===== src/rtl/lab2_proc_fetch_resp_queue_pkg.sv =====
// Shared types and constants for the fetch response queue.
// Holds the buffered instruction entry format, the idle instruction
// word and the drain FSM state encoding.
package lab2_proc_FetchPkg;

  // One buffered instruction together with the PC that fetched it
  typedef struct packed {
    logic [31:0] pc;
    logic [31:0] inst;
  } fetch_entry_t;

  // Instruction word presented whenever no instruction is valid
  localparam logic [31:0] c_fetch_reset_inst = 32'h00000000;

  // Width of every occupancy counter (capacity is at most 8)
  localparam int c_cnt_w = 4;

  // RUN: responses are kept; DRAIN: responses from before a squash are discarded
  typedef enum logic {
    RUN   = 1'b0,
    DRAIN = 1'b1
  } fetch_state_t;

endpackage


===== src/rtl/lab2_proc_fetch_resp_queue_ring.sv =====
// Parameterised circular buffer with synchronous flush.
// A flush empties the ring; a push in the same cycle becomes the sole
// entry afterwards, so post-redirect data survives the flush.
module lab2_proc_FetchRing
  import lab2_proc_FetchPkg::*;
#(
  parameter int p_depth = 2,
  parameter int p_width = 32
) (
  input  logic               clk,
  input  logic               reset,
  input  logic               i_flush,
  input  logic               i_push,
  input  logic [p_width-1:0] i_pushData,
  input  logic               i_pop,
  output logic [p_width-1:0] o_headData,
  output logic               o_empty,
  output logic [c_cnt_w-1:0] o_count
);

  localparam int c_ptr_w = (p_depth > 1) ? $clog2(p_depth) : 1;
  localparam int c_slots = 1 << c_ptr_w;

  logic [p_width-1:0] r_mem [c_slots];
  logic [c_ptr_w-1:0] r_rdPtr;
  logic [c_ptr_w-1:0] r_wrPtr;
  logic [c_cnt_w-1:0] r_count;
  logic [c_ptr_w-1:0] w_wrSlot;

  // Advance a pointer, wrapping at the configured depth rather than at a power of two
  function automatic logic [c_ptr_w-1:0] nextPtr(input logic [c_ptr_w-1:0] ptr);
    if (ptr == c_ptr_w'(p_depth - 1)) begin
      return '0;
    end
    return ptr + c_ptr_w'(1);
  endfunction

  assign w_wrSlot   = i_flush ? '0 : r_wrPtr;
  assign o_headData = r_mem[r_rdPtr];
  assign o_empty    = (r_count == '0);
  assign o_count    = r_count;

  // Pointer and occupancy tracking; flush restarts both pointers at slot 0
  always_ff @(posedge clk or negedge reset) begin
    if (!reset) begin
      r_rdPtr <= '0;
      r_wrPtr <= '0;
      r_count <= '0;
    end else if (i_flush) begin
      r_rdPtr <= '0;
      r_wrPtr <= i_push ? nextPtr('0) : '0;
      r_count <= i_push ? c_cnt_w'(1) : '0;
    end else begin
      if (i_push) begin
        r_wrPtr <= nextPtr(r_wrPtr);
      end
      if (i_pop) begin
        r_rdPtr <= nextPtr(r_rdPtr);
      end
      r_count <= r_count + c_cnt_w'(i_push) - c_cnt_w'(i_pop);
    end
  end

  // Storage write; a push during a flush lands in slot 0 to match the reset pointers
  always_ff @(posedge clk or negedge reset) begin
    if (!reset) begin
      for (int i = 0; i < c_slots; i++) begin
        r_mem[i] <= '0;
      end
    end else if (i_push) begin
      r_mem[w_wrSlot] <= i_pushData;
    end
  end

endmodule


===== src/rtl/lab2_proc_fetch_resp_queue.sv =====
// Fetch response queue between the F-stage imem port and the D stage.
// Pairs each imem response with its request PC, buffers instructions the
// D stage cannot take yet, and discards responses belonging to fetches
// that a squash has made stale.
// Optional feature: define LAB2_PROC_FETCH_STATS_EN to add the 16-bit
// saturating squash_drops counter of discarded responses.
module lab2_proc_fetch_resp_queue
  import lab2_proc_FetchPkg::*;
#(
  parameter int          p_entries  = 2,
  parameter logic [31:0] p_reset_pc = 32'h200
) (
  input  logic         clk,
  input  logic         reset,
  input  logic         ireq_val,
  output logic         ireq_rdy,
  input  logic [31:0]  ireq_pc,
  input  logic         imem_resp_val,
  output logic         imem_resp_rdy,
  input  logic [31:0]  imem_resp_data,
  input  logic         squash,
  output logic         inst_val,
  input  logic         inst_rdy,
  output logic [31:0]  inst_data,
  output logic [31:0]  inst_pc,
`ifdef LAB2_PROC_FETCH_STATS_EN
  output logic [15:0]  squash_drops,
`endif
  output logic [3:0]   num_inflight
);

  fetch_state_t       r_state;
  fetch_state_t       w_stateNext;
  logic [c_cnt_w-1:0] r_inflight;
  logic [c_cnt_w-1:0] w_inflightNext;
  logic [c_cnt_w-1:0] r_dropCnt;
  logic [c_cnt_w-1:0] w_dropNext;

  logic               w_fire;
  logic               w_respCounted;
  logic               w_protoErr;
  logic               w_keep;
  logic               w_drop;
  logic [5:0]         w_occupancy;

  logic               w_bufPush;
  logic               w_bufPop;
  logic               w_bufEmpty;
  logic [c_cnt_w-1:0] w_bufCount;
  fetch_entry_t       w_bufHead;
  fetch_entry_t       w_bufPushData;

  logic [31:0]        w_pcHead;
  logic               w_pcEmpty;
  logic [c_cnt_w-1:0] w_pcCount;

  assign w_fire        = ireq_val & ireq_rdy;
  assign imem_resp_rdy = 1'b1;
  assign num_inflight  = r_inflight;

  // Stale responses still owed count against capacity, so a kept response always finds room
  assign w_occupancy = {2'b00, r_inflight} + {2'b00, w_bufCount} + {2'b00, r_dropCnt};
  assign ireq_rdy    = (w_occupancy < 6'(p_entries));

  assign w_respCounted = imem_resp_val && (r_inflight != '0);
  assign w_protoErr    = imem_resp_val && (r_inflight == '0) && (r_dropCnt == '0);
  assign w_keep        = imem_resp_val && !squash && (r_state == RUN) && !w_protoErr;
  assign w_drop        = imem_resp_val && !w_protoErr && (squash || (r_state == DRAIN));

  // A bypassed response only needs storing when D does not take it this cycle
  assign w_bufPush     = w_keep && !(w_bufEmpty && inst_rdy);
  assign w_bufPop      = !squash && !w_bufEmpty && inst_rdy;
  assign w_bufPushData = '{pc: w_pcHead, inst: imem_resp_data};

  lab2_proc_FetchRing #(
    .p_depth (p_entries),
    .p_width ($bits(fetch_entry_t))
  ) u_instBuf (
    .clk        (clk),
    .reset      (reset),
    .i_flush    (squash),
    .i_push     (w_bufPush),
    .i_pushData (w_bufPushData),
    .i_pop      (w_bufPop),
    .o_headData (w_bufHead),
    .o_empty    (w_bufEmpty),
    .o_count    (w_bufCount)
  );

  lab2_proc_FetchRing #(
    .p_depth (p_entries),
    .p_width (32)
  ) u_pcFifo (
    .clk        (clk),
    .reset      (reset),
    .i_flush    (squash),
    .i_push     (w_fire),
    .i_pushData (ireq_pc),
    .i_pop      (w_keep),
    .o_headData (w_pcHead),
    .o_empty    (w_pcEmpty),
    .o_count    (w_pcCount)
  );

  // Present the buffer head if there is one, otherwise bypass a kept response straight through
  always_comb begin
    inst_val  = 1'b0;
    inst_data = c_fetch_reset_inst;
    inst_pc   = p_reset_pc;
    if (!squash) begin
      if (!w_bufEmpty) begin
        inst_val  = 1'b1;
        inst_data = w_bufHead.inst;
        inst_pc   = w_bufHead.pc;
      end else if (w_keep) begin
        inst_val  = 1'b1;
        inst_data = imem_resp_data;
        inst_pc   = w_pcHead;
      end
    end
  end

  // Drain FSM next state: a squash reloads the drop count, DRAIN counts discarded responses down
  always_comb begin
    w_dropNext  = r_dropCnt;
    w_stateNext = r_state;
    if (squash) begin
      w_dropNext = r_inflight - c_cnt_w'(w_respCounted);
    end else if ((r_state == DRAIN) && imem_resp_val) begin
      w_dropNext = r_dropCnt - c_cnt_w'(1);
    end
    w_stateNext = (w_dropNext != '0) ? DRAIN : RUN;
  end

  // Drain FSM state register
  always_ff @(posedge clk or negedge reset) begin
    if (!reset) begin
      r_state   <= RUN;
      r_dropCnt <= '0;
    end else begin
      r_state   <= w_stateNext;
      r_dropCnt <= w_dropNext;
    end
  end

  // Requests outstanding at imem: up on fire, down on any response, unchanged when both happen
  assign w_inflightNext = r_inflight + c_cnt_w'(w_fire) - c_cnt_w'(w_respCounted);

  // Outstanding request counter
  always_ff @(posedge clk or negedge reset) begin
    if (!reset) begin
      r_inflight <= '0;
    end else begin
      r_inflight <= w_inflightNext;
    end
  end

`ifdef LAB2_PROC_FETCH_STATS_EN
  logic [15:0] r_squashDrops;

  // Saturating count of every response thrown away because of a squash
  always_ff @(posedge clk or negedge reset) begin
    if (!reset) begin
      r_squashDrops <= '0;
    end else if (w_drop && (r_squashDrops != 16'hFFFF)) begin
      r_squashDrops <= r_squashDrops + 16'd1;
    end
  end

  assign squash_drops = r_squashDrops;
`else
  logic w_dropUnused;
  assign w_dropUnused = w_drop;
`endif

  // A response with nothing outstanding means the memory side broke the protocol
  a_noOrphanResp : assert property (@(posedge clk) disable iff (!reset) !w_protoErr);

  // Every kept response must find its PC, and the PC FIFO never outgrows the outstanding requests
  a_pcAvailable : assert property (@(posedge clk) disable iff (!reset) !(w_keep && w_pcEmpty));
  a_pcBounded : assert property (@(posedge clk) disable iff (!reset) (w_pcCount <= r_inflight));

endmodule

===== config.mk =====
export PLATFORM = sky130hd
export DESIGN_NAME = lab2_proc_fetch_resp_queue
export DESIGN_NICKNAME = d
export VERILOG_FILES = /design/src/rtl/lab2_proc_fetch_resp_queue_pkg.sv /design/src/rtl/lab2_proc_fetch_resp_queue_ring.sv /design/src/rtl/lab2_proc_fetch_resp_queue.sv
export SDC_FILE = /design/constraint.sdc
export NUM_CORES = 1
export LEC_CHECK = 0
export CAP_MARGIN = 20
export CORE_MARGIN = 2
export CORE_UTILIZATION = 40
export CTS_CLUSTER_DIAMETER = 200
export DETAILED_ROUTE_END_ITERATION = 8
export HOLD_SLACK_MARGIN = 0.15
export PLACE_DENSITY = 0.63
export SYNTH_ARGS = -nofsm -noshare
export SYNTH_HDL_FRONTEND = slang
export SYNTH_SLANG_ARGS = --single-unit

===== constraint.sdc =====
create_clock -name clk -period 5.8 [get_ports clk]
set_input_delay 0.87 -clock clk [delete_from_list [all_inputs] [get_ports clk]]
set_output_delay 0.87 -clock clk [all_outputs]
set_load 0.02 [all_outputs]

== After elaboration in Yosys (flattened, before gate mapping) ==
Index checks and enable logic that the tools add are counted.

* Bits in registers: 209
* Input port bits: 70
* Output and inout port bits: 71
* Word-level logic and storage cells: 121

* Add/sub/neg operators: 12
* Order comparisons: 7
* Muxes and demuxes: 58
* Bitwise gates (word level): 6
* Reductions and logical operators: 26

{| class="wikitable"
|+ Operators with widths
! operator !! count
|-
| 2-to-1 mux 32 bit || 10
|-
| 2-to-1 mux 64 bit || 4
|-
| bitwise mux 128 bit || 1
|-
| bitwise mux 64 bit || 1
|-
| demux 64 bit (select 1 bit) || 1
|-
| 2-to-1 mux 1 bit || 37
|-
| demux 32 bit (select 1 bit) || 1
|-
| logical AND 1 bit || 13
|-
| logical NOT 4 bit || 3
|-
| 2-to-1 mux 4 bit || 3
|-
| subtractor 4 x 1 -> 4 bit || 3
|-
| adder 4 x 1 -> 4 bit || 2
|-
| greater-or-equal comparator 2 bit, second input constant || 4
|-
| NOT 1 -> 2 bit || 4
|-
| nonzero test 2 bit || 4
|-
| nonzero test 4 bit || 2
|-
| adder 5 x 4 -> 6 bit || 1
|-
| < comparator 6 x 2 -> 1 bit, second input constant || 1
|-
| adder 4 x 4 -> 5 bit || 1
|-
| adder 1 bit, second input constant || 4
|-
| logical NOT 1 bit || 4
|-
| < comparator 2 x 1 -> 1 bit, second input constant || 2
|-
| subtractor 4 x 1 -> 4 bit, second input constant || 1
|-
| AND 1 bit || 1
|-
| NOT 1 bit || 1
|}

== Logic depth before layout (Yosys ltp) ==
Gate-level depths: netlist of the first run.

* Word-level depth: 11
* Depth in mapped cells: 15
* Gate-level depth less buffers: 15

== Modules after synthesis ==
From an unflattened synthesis of the first run, not the netlist that was laid out.

* Cell total of the unflattened synthesis: 749
* Area, all modules: 10630.2 um^2

{| class="wikitable"
|+ By module, submodules not included
! module !! times used !! cells an instance !! area an instance (um^2) !! seq. area each (um^2)
|-
| lab2_proc_FetchRing at u_instBuf || 1 || 375 || 5891.9 || 3353.2
|-
| lab2_proc_FetchRing at u_pcFifo || 1 || 205 || 3133.0 || 1751.7
|-
| lab2_proc_fetch_resp_queue || 1 || 169 || 1605.3 || 225.2
|}

== Worst setup path before layout of the first run ==
No wires, ideal clock.

* Path kind: register -> register
* Start point: register r_inflight[1], in the netlist num_inflight[1]
* End point: register r_inflight[2], in the netlist num_inflight[2]
* Library setup time: 123 ps
* Arrival time: 3634 ps
* Required time: 5677 ps
* Slack: 2043 ps
* Stages on the path, launching flop included: 14
* Buffers on the path: 0
* Period minus slack after synthesis: 3757 ps
* Cells stage by stage: dfrtp_1 -> inv_1 -> fa_1 -> inv_1 -> ha_1 -> inv_1 -> fa_1 -> or4b_4 -> a211o_4 -> ha_1 -> inv_1 -> ha_1 -> fa_1 -> xnor2_1

* Longest elaborated chain between the ends: 6
* Elaborated cells on any way between the ends: 8
* Those cells by class: 4 x add/sub; 1 x order compare; 1 x bitwise; 2 x reduce/logical

{| class="wikitable"
|+ Ends and longest elaborated chain
! item !! line !! RTL
|-
| from (decl) || lab2_proc_fetch_resp_queue.sv:34 || <nowiki>logic [c_cnt_w-1:0] r_inflight;</nowiki>
|-
| from (signal assigned) || lab2_proc_fetch_resp_queue.sv:154 || <nowiki>r_inflight <= w_inflightNext;</nowiki>
|-
| adder 4 x 4 -> 5 bit || lab2_proc_fetch_resp_queue.sv:62 || <nowiki>assign w_occupancy = {2'b00, r_inflight} + {2'b00, w_bufCount} + {2'b00, r_dropCnt};</nowiki>
|-
| adder 5 x 4 -> 6 bit || lab2_proc_fetch_resp_queue.sv:62 ||
|-
| < comparator 6 x 2 -> 1 bit || lab2_proc_fetch_resp_queue.sv:63 || <nowiki>assign ireq_rdy = (w_occupancy < 6'(p_entries));</nowiki>
|-
| AND 1 bit || lab2_proc_fetch_resp_queue.sv:57 || <nowiki>assign w_fire = ireq_val & ireq_rdy;</nowiki>
|-
| adder 4 x 1 -> 4 bit || lab2_proc_fetch_resp_queue.sv:147 || <nowiki>assign w_inflightNext = r_inflight + c_cnt_w'(w_fire) - c_cnt_w'(w_respCounted);</nowiki>
|-
| subtractor 4 x 1 -> 4 bit * || lab2_proc_fetch_resp_queue.sv:147 ||
|-
| via w_inflightNext[2] || lab2_proc_fetch_resp_queue.sv:35 || <nowiki>logic [c_cnt_w-1:0] w_inflightNext;</nowiki>
|}

Mark *: on every way through the listed nets, which the timed path passes. The rest lies on a longest branch.
A chain may end at the register's enable or synchronous reset.

== Worst setup path in the final report of the first run ==
* Start point: input imem_resp_val
* End point: output inst_data[0]

* Longest elaborated chain between the ends: 7
* Elaborated cells on any way between the ends: 9
* Those cells by class: 3 x mux; 6 x reduce/logical

{| class="wikitable"
|+ Ends and longest elaborated chain
! item !! line !! RTL
|-
| from (decl) || lab2_proc_fetch_resp_queue.sv:18 || <nowiki>input logic imem_resp_val,</nowiki>
|-
| logical AND 1 bit (2 in series) || lab2_proc_fetch_resp_queue.sv:66 || <nowiki>assign w_protoErr = imem_resp_val && (r_inflight == '0) && (r_dropCnt == '0);</nowiki>
|-
| logical NOT 1 bit || - ||
|-
| logical AND 1 bit * || lab2_proc_fetch_resp_queue.sv:67 || <nowiki>assign w_keep = imem_resp_val && !squash && (r_state == RUN) && !w_protoErr;</nowiki>
|-
| 2-to-1 mux 32 bit * || lab2_proc_fetch_resp_queue.sv:115 || <nowiki>end else if (w_keep) begin</nowiki>
|-
| 2-to-1 mux 32 bit * || lab2_proc_fetch_resp_queue.sv:111 || <nowiki>if (!w_bufEmpty) begin</nowiki>
|-
| 2-to-1 mux 32 bit * || lab2_proc_fetch_resp_queue.sv:110 || <nowiki>if (!squash) begin</nowiki>
|-
| to (decl) || lab2_proc_fetch_resp_queue.sv:24 || <nowiki>output logic [31:0] inst_data,</nowiki>
|}

Every way passes the cells marked *; elsewhere a longest branch is shown, timed or not.

==> flow_summary.yaml, run 1 <==
synth:
  synth_top_area_share_pct: 50.5
  synthesis.nets: 888
  synthMuxAreaShare_pct: 30.7
  synth_fa_ha_area_share_pct: 3.46
  synth-async-reset-ratio_pct: 100
  ys_top_cells_by_area: "dfrtp_1 51%, mux2_2 23%, mux2i_1 6.4%"
  synth_xor_area_share_pct: 0.931
  synth_seq_cells: 209
  synth_top_family_by_area: "multiplexers"
  synth-seq-area-share_pct: 50.5
  synthSimpleGateAreaFrac_pct: 4.46
  yosysWarnings: 0
  ys_types: 43
  synth_area_um2: 10400
  syn-mean-instance-area_um2: 13.1
  synth_cells: 793
  synth_edf_count: 0
  yosysTopAreaCell: "dfrtp_1"
  synth_compound_area_share_pct: 6.10
  synth_ff_type: "dfrtp_1"
timing:
  hold-worst-slack_ps: 447
  final_max_slew_viol_count: 0
  final.period_utilization_pct: 79.0
  post-route-min-period_ps: 4580
  worst_pin_slew_ps: 990
  rsz0062_at_grt: "no"
  finalSetupViolCount: 0
  worst_clock_skew_ps: 15.6
  final-hold-violation-count: 0
  fin_setup_tns_ps: 0
  fmax_mhz: 218
  max-slew-margin-rel_pct: 34.0
drt:
  routed_wl_mm: 22.4
  viasPerCell: 5.20
  drc: 0
  first_iter_violations: 235
  dr.pass1.iters: 4
  ant_nets: 0
  wire_per_inst_um: 17.7
  vias: 6571
layout:
  final_cell_mix: "215 x mux2_2, 207 x dfrtp_1, 138 x clkdlybuf4s50_1"
  drive_gt1_share_pct: 29.6
  final_common_cell: "mux2_2"
  nets: 1009
  syn_to_final_growth_pct: 23.2
clock_network:
  numCtsBuffers: 24
  clk_pin_slew_ps: 60
  cts_setup_buffers: 0
  clock_path_buffers: 3
  htreeDepth: 1
  cts_root_buffer: "clkbuf_16"
  tritoncts: "done"
  cts.sinks: 209
  clk_latency_ps: 510
  hold_buffers: 0
  cts_resized: 0
critical_path:
  cp_num_buf_inv: 4
  crit_arrival_ps: 3710
  crit_path_cell_trace: "clkdlybuf4s50_1 > or3b_4 > a31oi_4 > o21bai_4 > buf_12 > buf_4 > a211oi_1 > clkdlybuf4s50_1"
  critPathCaptureType: "primary output"
  cp_max_fo: 30
  worstPathRequired_ps: 4930
  critical_path.max_stage_delay_ps: 650
  path_delay_family: "buffers and inverters"
  r2r_setup_slack_ps: 1670
  crit_path_top_delay_cell: "clkdlybuf4s50_1"
  path_class: "in -> out"
  critical_path.most_common_cell: "clkdlybuf4s50_1"
  cp-start-kind: "input pin"
global_route:
  track_usage_pct: 16.7
  grt_overflow: 0
  grt_start_max_net_pins: 110
  grt_pass1_vias: 6740
  grt_antenna_before_repair: 0
  grt_pass1_wl_mm: 36.2
place:
  io_buffers: 139
  hpwl_mm: 14.2
  gp_congestion: 0.732
hold_path:
  hold_path_class: "in -> async"
power_and_ir_drop:
  p_sw_w: 0.00233
  ir_worst_vdd_mv: 0.348
  total_leakage_power_nw: 5.72
  clockPowerShare_pct: 22.6
  power_frac_seq_pct: 34.0
  pwr-share-comb_pct: 43.4
  internal_power_w: 0.00418
  p_per_area_nw_per_um2: 510
  switching_share_pct: 35.7
die:
  pin_count: 141
  core_um2: 25300
  die_x_um: 165
  dieArea_um2: 27200
  initial_core_util_pct: 40.9
  rows: 58
  die_y_um: 165
run_status:
  status: "finished, final reports clean"
job:
  drv_cap: 0
[synth_stat cells, types with 7 or more instances]
cell type	number
mux2_2	215
dfrtp_1	209
nor2_1	73
mux2i_1	66
a211oi_1	64
clkbuf_1	25
ha_1	19
inv_1	18
buf_6	13
mux2_1	9
buf_2	8
buf_1	7
[power by group through the flow]
| stage | clock network (W) | registers, W | logic, W |
|---|---|---|---|
| after floorplan | 0 | 0.00213 | 0.00205 |
| after global placement | 0 | 0.00222 | 0.00280 |
| final | 0.00147 | 0.00221 | 0.00282 |
| after detailed placement | 0 | 0.00224 | 0.00284 |
| after global routing | 0.00159 | 0.00228 | 0.00311 |
| after CTS | 0.00152 | 0.00221 | 0.00286 |
[per-stage QoR]
stage               area, um^2  setup WS, ps  power [W]  utilization [%]  cells
floorplan                10400          2040    0.00418                -    793
global placement         11900          1130    0.00502             47.1   1216
detailed placement       12000          1040    0.00508             47.2   1217
CTS                      12700           757    0.00658             50.3   1261
global route             12800          1020    0.00698             50.4   1262
finish                   12800          1220    0.00651             50.4   1263
[registers in the layout, summed over array words and instances (netlist names)]
register           flops
u_instBuf.r_wrPtr      1
u_instBuf.r_mem      128
r_state                1
u_instBuf.o_count      4
u_pcFifo.r_rdPtr       1
r_dropCnt              4
u_pcFifo.r_wrPtr       1
u_instBuf.r_rdPtr      1
u_pcFifo.r_mem        64
num_inflight           4
[final timing paths]
check / from / to / depth (start not counted)
worst max-delay path: imem_resp_val / inst_data[0] / 8
worst min register to register: u_pcFifo.r_mem[21] / u_pcFifo.r_mem[21] / 1
worst min-delay path: reset / u_instBuf.r_mem[116] / 1
max in group asynchronous: reset / u_instBuf.r_mem[87] / 2
worst max register to register: num_inflight[1] / u_pcFifo.r_mem[33] / 11
min in group clk: u_pcFifo.r_mem[21] / u_pcFifo.r_mem[21] / 1
[metal layers]
| metal | global-route usage, % | vias to the layer above | routed length [um] |
|---|---|---|---|
| met5 | 0 | - | 0 |
| met4 | 3.75 | 0 | 416 |
| met3 | 3.11 | 25 | 1070 |
| met2 | 27.3 | 143 | 10300 |
| met1 | 23.1 | 3312 | 10600 |
| li1 | - | 3091 | - |
[layout make-up]
class,instances,area [um^2]
fill,2266,12600
sequential,209,5240
multi-input combinational,511,4760
timing repair buffer,150,1500
clock buffer,36,707
tap,330,413
clock inverter,8,70.1
inverter,18,67.6
antenna,1,2.50
[kinds of logic (layout without fill, tap and decap cells)]
logic type / count (synthesis) / count (layout)
compound gates: 84 / 84
xor+xnor: 11 / 11
fa+ha+maj: 25 / 25
buf+inv: 73 / 212
flops: 209 / 209
mux: 290 / 290
other cells: 1 / 2
simple gates: 100 / 100
[worst reg2reg max path, delay by kind of cell (launching register included)]
kind	cells	cell delay (ps)
compound gates	1	380
fa+ha+maj	3	1060
buf+inv	4	680
flops	1	410
mux	1	360
simple gates	2	1130
No activity file was read; power rests on OpenSTA's default activity.
==> inputs of run 2 (changes only) <==
clock period = 4.3 ns   (was 5.8 ns; I/O delays follow)
==> run 2 against run 1 <==
Net effect: count of clock-buffer cells in the layout unchanged; die area unchanged; worst hold slack got worse by 150 ps; critical path depth unchanged; routed wire length fell by 1.9%; critical endpoint is now inst_pc[9]; register-to-register slack got worse by 1100 ps; sequential power grew 34%; sequential share of layout area is 0.20 points lower.
==> flow_summary.yaml, run 2 (synthesis results as in run 1) <==
run_status:
  status: "finished, final reports clean"
layout:
  regMostFlops: "u_instBuf.r_mem"
  syn_to_final_growth_pct: 23.8
  final_common_cell: "mux2_2"
  fin_util_pct: 50.6
  largest_reg_flops: 128
  final_cell_mix: "215 x mux2_2, 207 x dfrtp_1, 137 x clkdlybuf4s50_1"
  nets: 1013
  fill_cells: 2256
  reg_top3: "u_instBuf.r_mem: 128 flops, u_pcFifo.r_mem: 64 flops"
  drive_gt1_share_pct: 29.9
  fin_area_um2: 12800
  antenna_cells: 0
job:
  drv_cap: 0
global_route:
  grt_antenna_before_repair: 0
  track_usage_pct: 16.3
  grt_pass1_vias: 6595
  grt_overflow: 0
  grt_pass1_wl_mm: 35.4
  grt_start_max_net_pins: 117
power_and_ir_drop:
  power_frac_seq_pct: 33.7
  power_w: 0.00879
  p_per_area_nw_per_um2: 686
  internal_power_w: 0.00568
  switching_share_pct: 35.4
  ir_worst_vdd_mv: 0.452
  clockPowerShare_pct: 22.5
  total_leakage_power_nw: 5.77
  p_sw_w: 0.00312
  pwr-share-comb_pct: 43.8
drt:
  first_iter_violations: 279
  routed_wl_mm: 21.9
  vias: 6524
  dr.pass1.iters: 4
  ant_nets: 0
  drc: 0
  viasPerCell: 5.17
  wire_per_inst_um: 17.4
critical_path:
  cp_max_fo: 40
  path_class: "reg -> out"
  cp-start-kind: "flop"
  critPathCaptureType: "primary output"
  crit_arrival_ps: 3440
  worstPathRequired_ps: 3650
clock_network:
  clock_path_buffers: 3
  htreeDepth: 1
  cts_setup_buffers: 0
  tritoncts: "done"
  numCtsBuffers: 24
  clk_latency_ps: 510
  cts_root_buffer: "clkbuf_16"
  clk_pin_slew_ps: 60
  hold_buffers: 0
  cts.sinks: 209
die:
  core_um2: 25300
  die_x_um: 165
  dieArea_um2: 27200
  initial_core_util_pct: 40.9
  rows: 58
  die_y_um: 165
  pin_count: 141
timing:
  max-slew-margin-rel_pct: 34.1
  final_max_slew_viol_count: 0
  worst_pin_slew_ps: 988
  fmax_mhz: 245
  fin_setup_tns_ps: 0
  rsz0062_at_grt: "no"
  post-route-min-period_ps: 4090
  final-hold-violation-count: 0
  worst_clock_skew_ps: 16.7
  final.period_utilization_pct: 95.0
  finalSetupViolCount: 0
hold_path:
  hold_path_class: "in -> async"
place:
  dpl_cell_area_um2: 12000
  hpwl_mm: 14.0
  io_buffers: 139
  gp_congestion: 0.750
==> run 2: changes by cell type in the layout (fill, tap and decap cells not counted) <==
cell,previous run,this run
dlymetal6s2s_1,0,1
clkbuf_8,5,6
inv_2,0,1
clkbuf_1,7,6
o21bai_2,0,1
clkdlybuf4s50_1,138,137
buf_12,2,5
clkinvlp_4,2,0
inv_1,18,17
diode_2,1,0
clkinv_2,5,4
==> run 2: worst paths after layout <==
| path | start | endpoint | slack (ps) | cells after the start |
|---|---|---|---|---|
| setup / recovery | num_inflight[2] | inst_pc[9] | 210 | 8 |
| hold / removal | reset | u_instBuf.r_mem[62] | 300 | 1 |
| setup reg to reg | u_instBuf.o_count[1] | num_inflight[2] | 550 | 13 |
| hold reg to reg | u_pcFifo.r_mem[25] | u_pcFifo.r_mem[25] | 480 | 1 |
| max in group asynchronous | reset | u_instBuf.r_mem[106] | 2900 | 2 |
| min in group clk | u_pcFifo.r_mem[25] | u_pcFifo.r_mem[25] | 480 | 1 |
==> run 2: repair_timing <==
item	4_1_cts	5_1_grt
endpoints found under the setup margin	1	35
resized for setup	1	1
pin swaps	0	1
hold endpoints to repair	0	0
gates cloned	0	1
==> run 2: layout make-up <==
type / count / area, um^2 / area share, %
Clock inverter: 5 / 50.0 / 0.390
Timing Repair Buffer: 153 / 1570 / 12.2
Sequential cell: 209 / 5240 / 40.8
Multi-Input combinational cell: 512 / 4770 / 37.2
Inverter: 18 / 67.6 / 0.527
Tap cell: 330 / 413 / 3.22
Clock buffer: 36 / 717 / 5.59
==> run 2: routing by layer <==
| layer | track usage [%] | routed length [um] | vias to the layer above |
|---|---|---|---|
| li1 | - | - | 3092 |
| met4 | 3.20 | 340 | 0 |
| met1 | 22.9 | 10500 | 3287 |
| met5 | 0 | 0 | - |
| met2 | 26.5 | 10000 | 123 |
| met3 | 3.26 | 1060 | 22 |
==> run 2: through the flow <==
step                      setup WS, ps  std cells  hold WS [ps]
after floorplan                    543        793           349
after global placement             421       1221           462
after detailed placement           409       1221           469
after CTS                         27.3       1262           328
after global routing              17.3       1263           369
final                              214       1263           296
==> run 2: critical path, cell delays in order (launching register included) <==
cell             delay (ps)
dfrtp_1                 450
inv_1                   130
ha_1                    160
nor3b_1                 490
a31oi_4                 220
o21bai_4                440
buf_12                  270
nand2b_1                130
clkdlybuf4s50_1         600
==> run 2: power by group through the flow <==
stage	combinational (W)	sequential (W)	clock (W)
CTS	0.00390	0.00297	0.00204
global placement	0.00383	0.00299	0
detailed placement	0.00388	0.00300	0
finish	0.00385	0.00297	0.00198
floorplan	0.00276	0.00287	0
global route	0.00424	0.00306	0.00212
